## src/rtl/avalon_burst_arbiter.sv

```systemverilog
// Round-robin, burst-atomic arbiter sharing one Avalon-MM agent between NREQ hosts.
// Define AVALON_ARB_PRIORITY_EN to give host 0 strict priority over the round-robin hosts.
module avalon_burst_arbiter #(
  parameter int NREQ = 2,
  parameter int AW   = 32,
  parameter int DW   = 32,
  parameter int BW   = 5
) (
  input  logic               clk,
  input  logic               rst_n,
  input  logic [NREQ-1:0]    h_read,
  input  logic [NREQ-1:0]    h_write,
  input  logic [NREQ*AW-1:0] h_address,
  input  logic [NREQ*BW-1:0] h_burstcount,
  input  logic [NREQ*DW-1:0] h_writedata,
  output logic [NREQ-1:0]    h_waitrequest,
  output logic [DW-1:0]      h_readdata,
  output logic [NREQ-1:0]    h_readdatavalid,
  output logic               a_read,
  output logic               a_write,
  output logic [AW-1:0]      a_address,
  output logic [BW-1:0]      a_burstcount,
  output logic [DW-1:0]      a_writedata,
  input  logic               a_waitrequest,
  input  logic [DW-1:0]      a_readdata,
  input  logic               a_readdatavalid,
  output logic [NREQ-1:0]    grant,
  output logic               err_stray
);

  localparam int OW = (NREQ > 1) ? $clog2(NREQ) : 1;

  typedef enum logic [1:0] {IDLE, RD_CMD, RD_DATA, WR_BURST} state_t;

  state_t          state, state_nxt;
  logic [OW-1:0]   owner, last_owner, winner;
  logic [OW:0]     scan_idx;
  logic [NREQ-1:0] req;
  logic            any_req;
  logic [BW-1:0]   beats_left, bc_eff;
  logic            wr_started, wr_accept, wr_last;

  logic [AW-1:0] addr_arr [NREQ];
  logic [BW-1:0] bc_arr   [NREQ];
  logic [DW-1:0] wd_arr   [NREQ];

  for (genvar i = 0; i < NREQ; i++) begin : g_unpack
    assign addr_arr[i] = h_address[i*AW +: AW];
    assign bc_arr[i]   = h_burstcount[i*BW +: BW];
    assign wd_arr[i]   = h_writedata[i*DW +: DW];
  end

  assign req     = h_read | h_write;
  assign any_req = |req;
  // A zero burstcount is served as a single beat.
  assign bc_eff    = (bc_arr[owner] == '0) ? BW'(1) : bc_arr[owner];
  assign wr_accept = (state == WR_BURST) && h_write[owner] && !a_waitrequest;
  assign wr_last   = wr_started ? (beats_left == BW'(1)) : (bc_eff == BW'(1));

  // Scan from last_owner+1 upward; the smallest offset is assigned last and wins.
  always_comb begin
    winner   = last_owner;
    scan_idx = '0;
    for (int k = NREQ; k >= 1; k--) begin
      scan_idx = {1'b0, last_owner} + (OW+1)'(k);
      if (scan_idx >= (OW+1)'(NREQ)) scan_idx = scan_idx - (OW+1)'(NREQ);
      if (req[scan_idx[OW-1:0]]) winner = scan_idx[OW-1:0];
    end
`ifdef AVALON_ARB_PRIORITY_EN
    if (req[0]) winner = '0;
`else
`endif
  end

  always_ff @(posedge clk or negedge rst_n) begin
    if (!rst_n) state <= IDLE;
    else        state <= state_nxt;
  end

  always_comb begin
    state_nxt = state;
    case (state)
      IDLE:     if (any_req) state_nxt = h_read[winner] ? RD_CMD : WR_BURST;
      RD_CMD:   if (!a_waitrequest) state_nxt = RD_DATA;
      RD_DATA:  if (a_readdatavalid && beats_left == BW'(1)) state_nxt = IDLE;
      WR_BURST: if (wr_accept && wr_last) state_nxt = IDLE;
      default:  state_nxt = IDLE;
    endcase
  end

  always_comb begin
    a_read          = (state == RD_CMD);
    a_write         = (state == WR_BURST) && h_write[owner];
    a_address       = '0;
    a_burstcount    = '0;
    a_writedata     = '0;
    h_waitrequest   = '1;
    h_readdatavalid = '0;
    if (state != IDLE) begin
      a_address    = addr_arr[owner];
      a_burstcount = bc_arr[owner];
      a_writedata  = wd_arr[owner];
    end
    if (state == RD_CMD || state == WR_BURST) h_waitrequest[owner] = a_waitrequest;
    if (state == RD_DATA) h_readdatavalid[owner] = a_readdatavalid;
  end

  assign h_readdata = a_readdata;

  always_ff @(posedge clk or negedge rst_n) begin
    if (!rst_n) begin
      grant      <= '0;
      owner      <= '0;
      last_owner <= OW'(NREQ-1);
      beats_left <= '0;
      wr_started <= 1'b0;
    end else begin
      case (state)
        IDLE: if (any_req) begin
          owner <= winner;
          grant <= NREQ'(1) << winner;
        end
        RD_CMD: if (!a_waitrequest) beats_left <= bc_eff;
        RD_DATA: if (a_readdatavalid) begin
          beats_left <= beats_left - BW'(1);
          if (beats_left == BW'(1)) begin
            last_owner <= owner;
            grant      <= '0;
          end
        end
        WR_BURST: if (wr_accept) begin
          // Remaining-beat count comes from the first beat's burstcount only.
          if (!wr_started) begin
            beats_left <= bc_eff - BW'(1);
            wr_started <= 1'b1;
          end else begin
            beats_left <= beats_left - BW'(1);
          end
          if (wr_last) begin
            last_owner <= owner;
            grant      <= '0;
            wr_started <= 1'b0;
          end
        end
        default: ;
      endcase
    end
  end

  always_ff @(posedge clk or negedge rst_n) begin
    if (!rst_n) err_stray <= 1'b0;
    else if (a_readdatavalid && state != RD_DATA) err_stray <= 1'b1;
  end

endmodule

```

## config.mk

```make
export PLATFORM = sky130hd
export DESIGN_NAME = avalon_burst_arbiter
export DESIGN_NICKNAME = d
export VERILOG_FILES = /design/src/rtl/avalon_burst_arbiter.sv
export SDC_FILE = /design/constraint.sdc
export NUM_CORES = 1
export LEC_CHECK = 0
export BUFFER_PORTS_ARGS = -buffer_cell sky130_fd_sc_hd__buf_2
export CORE_AREA = 2 2 112 114
export CTS_CLUSTER_DIAMETER = 60
export DETAILED_ROUTE_END_ITERATION = 7
export DIE_AREA = 0 0 114 116
export SETUP_SLACK_MARGIN = 0.05
export SYNTH_ARGS = -nofsm -noshare
export SYNTH_HDL_FRONTEND = slang
export SYNTH_SLANG_ARGS = --single-unit
```

## constraint.sdc

```tcl
create_clock -name clk -period 2.86 [get_ports clk]
set_input_delay 0.143 -clock clk [delete_from_list [all_inputs] [get_ports clk]]
set_output_delay 0.143 -clock clk [all_outputs]
set_load 0.01 [all_outputs]
```

# ---- Word-level counts from Yosys, hierarchy flattened
# Cells that the tools add are included.
dict set report classes {
  reduce_logical 21
  div 0
  order_cmp 8
  multipliers 0
  n_bitwise 5
  add_sub_neg 6
  eq_ne 14
  muxes 53
  n_shift 1
}
# cell n
set ops {}
lappend ops {{two-way mux 32 bit} 8}
lappend ops {{two-way mux 5 bit} 9}
lappend ops {{two-way mux 2 bit} 12}
lappend ops {{two-way mux 1 bit} 19}
lappend ops {{case mux 5 bit (3 select lines)} 1}
lappend ops {{!= test 2 bit (second input constant)} 7}
lappend ops {{== test 5 x 1 -> 1 bit (second input constant)} 2}
lappend ops {{subtractor 5 x 1 -> 5 bit (second input constant)} 2}
lappend ops {{< comparator 1 x 2 -> 1 bit (second input constant)} 4}
lappend ops {{case mux 2 bit (4 select lines)} 1}
lappend ops {{AND reduction 4 bit} 2}
lappend ops {{>= comparator 2 bit (second input constant)} 3}
lappend ops {{logical AND 1 bit} 6}
lappend ops {{case mux 2 bit (3 select lines)} 1}
lappend ops {{AND reduction 6 bit} 1}
lappend ops {{nonzero test 3 bit} 2}
lappend ops {{zero test 5 bit} 1}
lappend ops {{AND reduction 5 bit} 1}
lappend ops {{== test 2 bit (second input constant)} 2}
lappend ops {{!= test 2 x 1 -> 1 bit (second input constant)} 2}
lappend ops {{OR 2 bit} 2}
lappend ops {{AND reduction 2 bit} 2}
lappend ops {{nonzero test 2 bit} 2}
lappend ops {{adder 1 x 1 -> 2 bit (second input constant)} 1}
lappend ops {{other kinds (14)} 15}
dict set report totals {
  regBits 13
  ramBits 0
  wordCells 115
  output_inout_bits 110
  mem_count 0
  in_bits 178
  romBits 0
  latchBits 0
}

# ---- Depth between registers and ports, before layout
dict set report logic_depth {
  ltp_word 12
  depth_mapped 10
}

# ---- Worst setup path before layout
# OpenSTA, ideal clock, no wires.
dict set report synth_timing {
  path_kind {register to register}
  startpoint {register owner}
  endpoint {register grant[0]}
  setup_ps 127
  setup_slack_ps 731
  stages_incl_launch_ff 11
  arrival_time_ps 2003
  cell_sequence {dfrtp_1 buf_2 mux2i_1 o211a_2 nor2_1 inv_1 ha_1 inv_1 a211o_1 a311oi_2 nor2_1}
}
dict set report synth_via {
  elab_chain_len 10
  elab_cells_between_ends 15
  cone_classes {eq/ne (3); mux (7); bitwise (1); reduce/logical (4)}
}
# item line_no
set synth_lines {}
lappend synth_lines {{start: declaration} 36} ;# logic [OW-1:0] owner, last_owner, winner;
lappend synth_lines {{start signal: assignment} 120} ;# owner <= winner;
lappend synth_lines {{NOT 1 -> 2 bit (implied by the code)} 56} ;# assign bc_eff = (bc_arr[owner] == '0) ? BW'(1) : bc_arr[owner];
lappend synth_lines {{two-way mux 5 bit (implied by the code) (3 in series)} 56}
lappend synth_lines {{zero test 5 bit} 56}
lappend synth_lines {{two-way mux 5 bit} 56}
lappend synth_lines {{== test 5 x 1 -> 1 bit} 58} ;# assign wr_last = wr_started ? (beats_left == BW'(1)) : (bc_eff == BW'(1));
lappend synth_lines {{two-way mux 1 bit} 58}
lappend synth_lines {{!= test 2 bit (no line)} n/a}
lappend synth_lines {{AND reduction 6 bit (no line) (*)} n/a}
lappend synth_lines {{end signal: assignment} 121} ;# grant <= NREQ'(1) << winner;
lappend synth_lines {{end: declaration} 27} ;# output logic [NREQ-1:0] grant,
# Mark *: on every way between the ends. The rest lies on a longest branch, timed or not. The select of a mux whose other input is x is not followed.
# A chain may end at the register's enable or synchronous reset.

# ---- Final worst setup path
dict set report layout_timing {
  startpoint {register owner}
  endpoint {output port a_writedata[25]}
}
dict set report layout_via {
  elab_chain_len 5
}
# item line_no
set layout_lines {}
lappend layout_lines {{NOT 1 -> 2 bit (implied by the code)} 102} ;# a_writedata = wd_arr[owner];
lappend layout_lines {{two-way mux 32 bit (implied by the code) (3 in series)} 102}
lappend layout_lines {{two-way mux 32 bit} 99} ;# if (state != IDLE) begin
lappend layout_lines {{end: declaration} 23} ;# output logic [DW-1:0] a_writedata,
# No other way between the ends. The select of a mux whose other input is x is not followed.

==> impl_metrics.tcl <==
set metrics [dict create \
    seq_area_frac_synth 0.1385 \
    async_flop_share 1.000 \
    syn-cell-area_um2 2357 \
    numPortBuffers 223 \
    wire_per_inst_um 14.63 \
    cts_setup_buffers 0 \
    cpMostUsedCell "buf_4" \
    path_clk_slew_ps 50 \
    ant_nets 0 \
    grt_max_degree 42 \
    hpwl_mm 7.965 \
    hold_violations 0 \
    synth.avg_cell_area_um2 7.460 \
    cts_resized 0 \
    syn_inst 316 \
    worstSetupEndpointType "output port" \
    whs_ps 188.8 \
    fin_nets 681 \
    start_kind "flip-flop" \
    intPower_w 0.001502 \
    p_sw_w 0.001523 \
    power_frac_comb 0.763 \
    start_util 0.1979 \
    worstMarginPinSlew_ps 741.8 \
    setup-tns-final_ps 0 \
    gp_congestion 0.8572 \
    vdd_ir_drop_max_v 0.0003186 \
    setup_viol 0 \
    fp.dieH_um 116 \
    vias_per_cell 4.540 \
    rr_worst_depth 9 \
    status "finished, final reports clean" \
    drv_slew 0 \
    grt_pass1_wl_mm 12.92 \
    grt_pass1_vias 2568 \
    route.detailed.drc 0 \
    fillers 1325 \
    p_per_area_nw_per_um2 871.6 \
    grt_usage 0.1232 \
    drt-pass1-iter-count 4 \
    worstPathMaxFanout 28 \
    required_ps 2720 \
    critPathMaxStageDelay_ps 500 \
    cp_slowest_cell "dfrtp_4" \
    ff2ff_setup_slack_ps 760 \
    crit_chain "buf_4, buf_4, mux2i_1, nor2_1, buf_2" \
    cts_sinks 13 \
    min_path_type "input port to flip-flop" \
    leakagePower_nw 1.979 \
    ys_types 47 \
    synth_edf_count 0 \
    cts_made_buffers 3 \
    clock_latency_ps 240 \
    area_growth_pct 47.24 \
    ys.flop_type "dfrtp_1" \
    pwr-share-seq 0.148 \
    core-area_um2 11910 \
    path_class "flip-flop to output port" \
    drive_gt1_frac 0.4859 \
    synth-seq-cells 13 \
    drt_iter0_drc 167 \
    vias 2928 \
    arrival_ps 2110 \
    period_needed_ps 2255 \
    fin_worst_skew_ps 3.233 \
    cts.htree.levels 1 \
    clk_path_buf_depth 2 \
    final_cell_mix "buf_2, nor2_1, mux2i_1" \
    syn-num-nets 498 \
    final_common_cell "buf_2" \
    cts_tree "yes" \
    relSlewSlack 0.4985 \
    fmax_ghz 0.4435 \
    period_share 0.7884 \
    die_w_um 114 \
    swShare 0.5036 \
    die-area_um2 13220 \
    std_cell_rows 40 \
    max_cap_violations 0 \
    rsz0062_at_grt "false" \
    grt-ovfl-total 0 \
    cts_root_buf "clkbuf_16" \
    ioPinCount 288 \
    routed_wl_mm 9.438 \
    antenna_found_initial 1 \
    clkPwrFrac 0.089 \
    diodes 0 \
    whs_path_depth 3 \
    yosysWarnings 0 \
]
-- through the flow --
step	utilization	std cells	power [W]	cell area (µm²)	setup slack, ps
after CTS	0.2914	645	0.003049	3471	575.6
after global placement	0.2839	640	0.002775	3382	808.8
final	0.2914	645	0.003025	3471	605.2
after detailed placement	0.2839	640	0.002769	3382	794.9
after global routing	0.2914	645	0.003281	3471	461.4
after floorplan	-	316	0.002004	2357	730.5
-- power by group through the flow --
stage	Clock (W)	Sequential (W)	Combinational, W
CTS	0.000273	0.000442	0.00233
floorplan	0	0.000336	0.00167
finish	0.000269	0.000447	0.00231
global route	0.000285	0.000466	0.00253
detailed placement	0	0.000444	0.00232
global placement	0	0.000448	0.00233
-- critical path: cells and delay by family (launching register included) --
kind	cells	cell delay [ps]
and+or+nand+nor	1	50
muxes	1	260
buffers and inverters	3	1030
DFF	1	500
-- Yosys cell counts (all sizes together), types with 2 or more instances --
cell	number	area, µm²
nand2b	5	31.28
nor3b	3	22.52
ha	4	50.05
o21ai	10	50.05
inv	9	33.78
o31ai	2	15.01
a31oi	4	25.02
dfrtp	12	300.3
clkbuf	11	41.29
buf	41	290.3
mux2i	70	700.7
nand3b	3	22.52
a211o	2	17.52
or4	3	22.52
a211oi	2	15.01
o211ai	2	15.01
nor2b	2	12.51
mux2	3	33.78
or4b	2	20.02
nor2	84	315.3
nor3	2	10.01
xor2	2	17.52
nand2	9	33.78
a21oi	8	40.04
-- metal layers --
| layer | routed length [µm] | track usage |
|---|---|---|
| met1 | 3764 | 0.1553 |
| met2 | 4566 | 0.2107 |
| met3 | 1003 | 0.03556 |
| met4 | 104 | 0.02439 |
| met5 | 0 | 0 |
-- kinds of logic after synthesis --
logic type | Yosys count | synth area share
buffers and inverters | 61 | 0.1550
adders and majority gates | 4 | 0.02123
muxes | 73 | 0.3116
and+or+nand+nor | 118 | 0.2240
xor gates and xnor gates | 2 | 0.007432
AOI/OAI and AO/OA | 45 | 0.1423
DFF | 13 | 0.1385
-- final timing paths --
check	startpoint	end
worst max-delay path	owner	a_writedata[25]
worst min-delay path	a_readdatavalid	err_stray
worst max register to register	owner	grant[0]
worst min register to register	err_stray	err_stray
max in group asynchronous	rst_n	last_owner
min in group asynchronous	rst_n	err_stray
-- layout make-up --
type / instances / area (µm²) / area share
clock buffers: 4 / 78.83 / 0.02271
inverters: 9 / 33.78 / 0.009733
multi-input cells: 242 / 1673 / 0.4820
flip-flops and latches: 13 / 330.3 / 0.09517
well taps: 147 / 183.9 / 0.05299
repair buffers: 230 / 1171 / 0.3374
-- repair_timing --
action | 4_1_cts | 5_1_grt
setup endpoints to repair | 0 | 0
hold buffers | 1 | 0
endpoints found under the hold margin | 12 | 0
-- flip-flops by register name (all words and copies together), names as in the netlist --
| signal | flops |
|---|---|
| wr_started | 1 |
| owner | 1 |
| last_owner | 1 |
| beats_left | 5 |
| state | 2 |
| err_stray | 1 |
| grant | 2 |
Note: power is estimated with default switching activity, not from simulation.
